===== config.mk =====
export PLATFORM = sky130hd
export DESIGN_NAME = div_sched_flat
export DESIGN_NICKNAME = d
export VERILOG_FILES = /design/src/rtl/div_sched_if.sv /design/src/rtl/div_sched.sv /design/src/flat_wrapper.sv
export SDC_FILE = /design/constraint.sdc
export NUM_CORES = 1
export LEC_CHECK = 0
export ABC_AREA = 1
export BUFFER_PORTS_ARGS = -buffer_cell sky130_fd_sc_hd__buf_2
export CELL_PAD_IN_SITES_DETAIL_PLACEMENT = 1
export CELL_PAD_IN_SITES_GLOBAL_PLACEMENT = 1
export CORE_MARGIN = 10
export CORE_UTILIZATION = 29
export DETAILED_ROUTE_END_ITERATION = 6
export PLACE_DENSITY = 0.78
export SKIP_LAST_GASP = 1
export SYNTH_ARGS = -nofsm -noshare
export SYNTH_HDL_FRONTEND = slang
export SYNTH_SLANG_ARGS = --single-unit

===== constraint.sdc =====
create_clock -name CK -period 1.9 [get_ports CK]
set_input_delay 0.38 -clock CK [delete_from_list [all_inputs] [get_ports CK]]
set_output_delay 0.38 -clock CK [all_outputs]
set_load 0.005 [all_outputs]

===== src/rtl/div_sched_if.sv =====
// Client, divider and result signals of the divider scheduler, grouped into one bundle.
// The scheduler uses the slave modport; clients and divider sit on the master side.
interface div_sched_if #(
  parameter int C_NUM_BITS = 24
);
  logic                  REQ0;
  logic                  REQ1;
  logic [C_NUM_BITS-1:0] A0;
  logic [C_NUM_BITS-1:0] B0;
  logic [C_NUM_BITS-1:0] A1;
  logic [C_NUM_BITS-1:0] B1;
  logic                  GNT0;
  logic                  GNT1;
  logic                  DIV_E;
  logic                  DIV_RN;
  logic [C_NUM_BITS-1:0] DIV_A;
  logic [C_NUM_BITS-1:0] DIV_B;
  logic [C_NUM_BITS-1:0] DIV_Q;
  logic [C_NUM_BITS-1:0] RES;
  logic                  RES_ID;
  logic                  RES_DZ;
  logic                  RES_VLD;
  logic                  RES_ACK;
  logic                  BUSY;

  modport master (
    output REQ0, REQ1, A0, B0, A1, B1, DIV_Q, RES_ACK,
    input  GNT0, GNT1, DIV_E, DIV_RN, DIV_A, DIV_B, RES, RES_ID, RES_DZ, RES_VLD, BUSY
  );

  modport slave (
    input  REQ0, REQ1, A0, B0, A1, B1, DIV_Q, RES_ACK,
    output GNT0, GNT1, DIV_E, DIV_RN, DIV_A, DIV_B, RES, RES_ID, RES_DZ, RES_VLD, BUSY
  );
endinterface


===== src/rtl/div_sched.sv =====
// Two-client round-robin scheduler for a shared iterative divider: grants, sequences
// the divider's local reset/clock-enable for a fixed latency and returns the quotient.
module div_sched #(
  parameter int C_NUM_BITS   = 24,
  parameter int C_DIV_CYCLES = 50,
  parameter int C_CNT_BITS   = 8
) (
  input  logic      CK,
  input  logic      RN,
  div_sched_if.slave bus
);

  localparam logic [2:0] S_IDLE = 3'd0;
  localparam logic [2:0] S_CLR  = 3'd1;
  localparam logic [2:0] S_RUN  = 3'd2;
  localparam logic [2:0] S_CAPT = 3'd3;
  localparam logic [2:0] S_RESP = 3'd4;

  localparam logic [C_CNT_BITS-1:0] C_LAST = C_CNT_BITS'(C_DIV_CYCLES - 1);

  logic [2:0]            r_state;
  logic [C_CNT_BITS-1:0] r_cnt;
  logic                  r_ptr;
  logic                  r_id;
  logic                  r_gnt0;
  logic                  r_gnt1;
  logic                  r_div_e;
  logic                  r_div_rn;
  logic [C_NUM_BITS-1:0] r_div_a;
  logic [C_NUM_BITS-1:0] r_div_b;
  logic [C_NUM_BITS-1:0] r_res;
  logic                  r_res_id;
  logic                  r_res_dz;
  logic                  r_res_vld;
  logic                  r_busy;

  logic                  w_any_req;
  logic                  w_pick;
  logic [C_NUM_BITS-1:0] w_a;
  logic [C_NUM_BITS-1:0] w_b;

  // On contention the client that was not granted last wins; a lone requester always wins.
  assign w_any_req = bus.REQ0 | bus.REQ1;
  assign w_pick    = (bus.REQ0 & bus.REQ1) ? ~r_ptr : bus.REQ1;
  assign w_a       = w_pick ? bus.A1 : bus.A0;
  assign w_b       = w_pick ? bus.B1 : bus.B0;

  // NOTE: state is updated with non-blocking assignments so every register samples pre-edge values.
  always_ff @(posedge CK or negedge RN) begin
    if (!RN) begin
      r_state   <= S_IDLE;
      r_cnt     <= '0;
      r_ptr     <= 1'b1;
      r_id      <= 1'b0;
      r_gnt0    <= 1'b0;
      r_gnt1    <= 1'b0;
      r_div_e   <= 1'b0;
      r_div_rn  <= 1'b0;
      r_div_a   <= '0;
      r_div_b   <= '0;
      r_res     <= '0;
      r_res_id  <= 1'b0;
      r_res_dz  <= 1'b0;
      r_res_vld <= 1'b0;
      r_busy    <= 1'b0;
    end else begin
      r_gnt0 <= 1'b0;
      r_gnt1 <= 1'b0;
      case (r_state)
        S_IDLE: begin
          if (w_any_req) begin
            r_gnt0  <= ~w_pick;
            r_gnt1  <= w_pick;
            r_ptr   <= w_pick;
            r_id    <= w_pick;
            r_div_a <= w_a;
            r_div_b <= w_b;
            r_busy  <= 1'b1;
            if (w_b == '0) begin
              // Divide-by-zero never touches the divider; the result is ready at once.
              r_res     <= '1;
              r_res_dz  <= 1'b1;
              r_res_id  <= w_pick;
              r_res_vld <= 1'b1;
              r_state   <= S_RESP;
            end else begin
              r_state <= S_CLR;
            end
          end
        end
        S_CLR: begin
          r_div_rn <= 1'b1;
          r_div_e  <= 1'b1;
          r_cnt    <= '0;
          r_state  <= S_RUN;
        end
        S_RUN: begin
          r_cnt <= r_cnt + 1'b1;
          if (r_cnt == C_LAST) begin
            r_div_e <= 1'b0;
            r_state <= S_CAPT;
          end
        end
        S_CAPT: begin
          r_res     <= bus.DIV_Q;
          r_res_dz  <= 1'b0;
          r_res_id  <= r_id;
          r_res_vld <= 1'b1;
          r_state   <= S_RESP;
        end
        S_RESP: begin
          if (bus.RES_ACK) begin
            r_res_vld <= 1'b0;
            r_div_rn  <= 1'b0;
            r_busy    <= 1'b0;
            r_state   <= S_IDLE;
          end
        end
        default: begin
          r_div_e   <= 1'b0;
          r_div_rn  <= 1'b0;
          r_res_vld <= 1'b0;
          r_busy    <= 1'b0;
          r_state   <= S_IDLE;
        end
      endcase
    end
  end

  assign bus.GNT0    = r_gnt0;
  assign bus.GNT1    = r_gnt1;
  assign bus.DIV_E   = r_div_e;
  assign bus.DIV_RN  = r_div_rn;
  assign bus.DIV_A   = r_div_a;
  assign bus.DIV_B   = r_div_b;
  assign bus.RES     = r_res;
  assign bus.RES_ID  = r_res_id;
  assign bus.RES_DZ  = r_res_dz;
  assign bus.RES_VLD = r_res_vld;
  assign bus.BUSY    = r_busy;

endmodule


===== src/flat_wrapper.sv =====
// flat-port wrapper written by rule: the top's interface ports become plain ports
module div_sched_flat 
#(
  parameter int C_NUM_BITS   = 24,
  parameter int C_DIV_CYCLES = 50,
  parameter int C_CNT_BITS   = 8
)
  (CK, RN, bus_REQ0, bus_REQ1, bus_A0, bus_B0, bus_A1, bus_B1, bus_DIV_Q, bus_RES_ACK, bus_GNT0, bus_GNT1, bus_DIV_E, bus_DIV_RN, bus_DIV_A, bus_DIV_B, bus_RES, bus_RES_ID, bus_RES_DZ, bus_RES_VLD, bus_BUSY);
  div_sched_if #(.C_NUM_BITS(C_NUM_BITS)) bus_i ();
  input  logic CK;
  input  logic RN;
  input wire logic [$bits(bus_i.REQ0)-1:0] bus_REQ0;
  input wire logic [$bits(bus_i.REQ1)-1:0] bus_REQ1;
  input wire logic [$bits(bus_i.A0)-1:0] bus_A0;
  input wire logic [$bits(bus_i.B0)-1:0] bus_B0;
  input wire logic [$bits(bus_i.A1)-1:0] bus_A1;
  input wire logic [$bits(bus_i.B1)-1:0] bus_B1;
  input wire logic [$bits(bus_i.DIV_Q)-1:0] bus_DIV_Q;
  input wire logic [$bits(bus_i.RES_ACK)-1:0] bus_RES_ACK;
  output wire logic [$bits(bus_i.GNT0)-1:0] bus_GNT0;
  output wire logic [$bits(bus_i.GNT1)-1:0] bus_GNT1;
  output wire logic [$bits(bus_i.DIV_E)-1:0] bus_DIV_E;
  output wire logic [$bits(bus_i.DIV_RN)-1:0] bus_DIV_RN;
  output wire logic [$bits(bus_i.DIV_A)-1:0] bus_DIV_A;
  output wire logic [$bits(bus_i.DIV_B)-1:0] bus_DIV_B;
  output wire logic [$bits(bus_i.RES)-1:0] bus_RES;
  output wire logic [$bits(bus_i.RES_ID)-1:0] bus_RES_ID;
  output wire logic [$bits(bus_i.RES_DZ)-1:0] bus_RES_DZ;
  output wire logic [$bits(bus_i.RES_VLD)-1:0] bus_RES_VLD;
  output wire logic [$bits(bus_i.BUSY)-1:0] bus_BUSY;
  assign bus_i.REQ0 = bus_REQ0;
  assign bus_i.REQ1 = bus_REQ1;
  assign bus_i.A0 = bus_A0;
  assign bus_i.B0 = bus_B0;
  assign bus_i.A1 = bus_A1;
  assign bus_i.B1 = bus_B1;
  assign bus_i.DIV_Q = bus_DIV_Q;
  assign bus_i.RES_ACK = bus_RES_ACK;
  assign bus_GNT0 = bus_i.GNT0;
  assign bus_GNT1 = bus_i.GNT1;
  assign bus_DIV_E = bus_i.DIV_E;
  assign bus_DIV_RN = bus_i.DIV_RN;
  assign bus_DIV_A = bus_i.DIV_A;
  assign bus_DIV_B = bus_i.DIV_B;
  assign bus_RES = bus_i.RES;
  assign bus_RES_ID = bus_i.RES_ID;
  assign bus_RES_DZ = bus_i.RES_DZ;
  assign bus_RES_VLD = bus_i.RES_VLD;
  assign bus_BUSY = bus_i.BUSY;
  div_sched #(.C_NUM_BITS(C_NUM_BITS), .C_DIV_CYCLES(C_DIV_CYCLES), .C_CNT_BITS(C_CNT_BITS)) u_core (.CK(CK), .RN(RN), .bus(bus_i));
endmodule

==> out/metrics.yaml <==
r2r_slack_ns: -0.16
synthesis.area_um2: 4470
slew_headroom_pct: 59.5
max_stage_delay_ns: 0.57
drtAntennaViolNets: 0
rsz0062_at_grt: "true"
crit_end: "u_core.bus.RES[10]"
start_util_pct: 29.5
r2r_start: "u_core.r_ptr"
dieArea_um2: 20800
rows: 45
fin_crit_sh_pct: 108
area_growth_pct: 45.5
crit_fanout: 12
worstPathRequired_ns: 2.13
p_total_mw: 10.5
p_sw_share_pct: 40.5
drc: 0
ir_drop_v: 0.000538
gp_congestion: 0.801
setup.worst_path.start_class: "register"
critPathSlowestCell: "dfstp_2"
power_density_nw_per_um2: 1610
port_buffers: 204
synth_warnings: 0
setup_tns_ns: -3.72
wire_per_inst_um: 17.0
ys_seq_area_share_pct: 52.1
finClkSkew_ns: 0.00780
p_sw_mw: 4.25
num_vias: 4724
drt-total-wl_um: 17100
syn_avg_cell_area_um2: 7.73
dr.pass1.iters: 4
hp-class: "input pin to asynchronous set/reset pin"
status: "complete, but fails checks"
grt_pass1_vias: 5225
drt_iter0_drc: 162
antenna_found_initial: 3
drive_gt1_share_pct: 40.8
drv_slew: 0
layout_min_cycle_time_ns: 2.06
fin_cells: 1008
synth.top_cell.area_share_pct: 51.5
clock-sinks: 93
cts_made_buffers: 9
worst_skew_pair.late_latency_ns: 0.34
comb_power_share_pct: 49.4
fp.dieW_um: 144
clockBufferDepth: 2
worst_ep_arrival_time_ns: 2.29
coreArea_um2: 15100
synth_cell_types: 24
reg2reg_to: "u_core.bus.RES[10]"
holdWs_ns: 0.0700
violations: "negative setup slack"
yosys.area.top_type: "dfrtp_1"
root_buffer: "clkbuf_16"
ys_ff_latch: 93
clock.fmax_mhz: 486
chipHeight_um: 144
cpMostUsedCell: "nand2_1"
gr-total-overflow: 0
critPathLaunch: "u_core.r_ptr"
fin_ws_ns: -0.158
cts.clk_slew.worst_paths_ns: 0.07
internal_power_mw: 6.24
dp_cells: 981
io_pins: 205
grt_pass1_wl_um: 26500
cts_tree: "yes"
power_frac_clock_pct: 17.4
syn_inst: 578
setup_viol: 28
synth_nets: 705
final_nets: 940
tightest_slew_ns: 0.606
dpl.hpwl_um: 12600
seqPwrFrac_pct: 33.3
htreeDepth: 3
vias_per_cell: 4.69
criticalPathCategory: "register to register"
leakagePower_nw: 3.57
endpoint_kind: "register"
place_ws_ns: -0.351
yosys-top-cells-area: "dfrtp_1 52%, nand2_1 23%, nand3_1 7.6%"
path_cells: "nand2_4 -> buf_6 -> nand3_1 -> nand2_1 -> nor2_1 -> nand2_1 -> nor2_2 -> nand3_2 -> nand2_4 -> nand2_8 -> clkbuf_16 -> nand2_1 -> nand2_1"
hold_violations: 0
r2r_cells: 13
grt_use_total_pct: 16.0
drv_cap: 0
grt_start_max_net_pins: 94
## synth_stat cells
library cell and count:
buf_2 9, nor2_1 28, a21oi_1 5, buf_6 5, nand3_1 68, buf_1 2
xnor2_1 1, o21ai_0 10, nand3_2 9, ha_1 2, nand2_2 1, clkbuf_1 11
nor2_2 1, dfrtp_1 92, inv_1 21, nand2_1 278, nand4_1 1, or2_2 24
dfstp_2 1, o22ai_1 1, nor3_1 3, o31ai_1 2, inv_2 2, o41ai_1 1
## area by class of cell
class                      instances  area (um^2)
sequential                        93         2330
timing repair buffer             251         1530
fill                            1935         8650
multi-input combinational        435         2020
tap                              188          235
clock inverter                     6         63.8
clock buffer                      10          229
antenna                            2         5.00
inverter                          23         88.8
## worst max-delay path, delay by kind of cell (launching register included)
kind / cells / cell delay (ns)
buffers and inverters: 2 / 0.31
DFF: 1 / 0.57
and+or+nand+nor: 11 / 1.05
## routing by layer
metal / track usage (%) / wire length, um / up-vias
met5: 0 / 18 / -
met4: 5.37 / 297 / 4
met3: 5.67 / 1370 / 25
met2: 27.4 / 8630 / 131
met1: 18.0 / 6830 / 2282
li1: - / - / 2282
## cells by family after synthesis
group | count (synthesis) | share of synthesized area, %
adder cells (fa/ha/maj) | 2 | 0.560
buffers and inverters | 50 | 5.29
XOR/XNOR | 1 | 0.196
AO/OA/AOI/OAI | 19 | 2.35
AND/OR/NAND/NOR | 413 | 39.5
flip-flops | 93 | 52.1
## sequential cells by signal, indices dropped and copies added, names as in the netlist, 3 cells and up
register          count
u_core.r_state        3
u_core.bus.RES       24
u_core.bus.DIV_A     24
u_core.bus.DIV_B     24
u_core.r_cnt          8
## metrics by stage
| stage | util (%) | instance area, um^2 |
|---|---|---|
| after floorplan | - | 4470 |
| after global placement | 39.2 | 5940 |
| after detailed placement | 39.2 | 5940 |
| after CTS | 41.5 | 6290 |
| after global routing | 42.9 | 6490 |
| final | 42.9 | 6500 |
## cell usage in the layout, fill, tap and decap left out, drive strengths merged, types with 2 or more instances in the layout
cell / instances
nor2: 29
nand2: 279
ha: 2
o31ai: 2
buf: 248
nand3: 77
a21oi: 5
dfrtp: 92
nor3: 3
o21ai: 10
clkinv: 3
clkbuf: 13
inv: 23
or2: 24
clkinvlp: 2
diode: 2
## power groups by stage
stage	sequential, mW	combinational, mW	clock (mW)
finish	3.49	5.18	1.82
detailed placement	3.51	4.88	0
global placement	3.49	4.67	0
CTS	3.49	4.96	1.87
floorplan	3.51	2.51	0
global route	3.62	5.83	1.95
## worst min path at each step
| stage | to | slack [ns] | cells past startpoint |
|---|---|---|---|
| 6_report | u_core.bus.DIV_B[8] | 0.07 | 2 |
| 4_1_cts | u_core.bus.DIV_B[8] | 0.10 | 2 |
| 3_5_place_dp | u_core.bus.DIV_B[12] | 0.46 | 2 |
| 2_1_floorplan | u_core.bus.BUSY | 0.08 | 0 |
| 3_3_place_gp | u_core.bus.RES[1] | 0.45 | 2 |
| 5_1_grt | u_core.bus.DIV_B[3] | 0.12 | 2 |
## what timing repair did
| item | 4_1_cts | 5_1_grt |
|---|---|---|
| endpoints found under the setup margin | 55 | 70 |
| cloned | 2 | 3 |
| setup buffers | 1 | 3 |
| pin swaps | 5 | 11 |
| hold buffers | 0 | 0 |
| resized for setup | 13 | 32 |
Note: power is estimated with default switching activity, not from simulation.
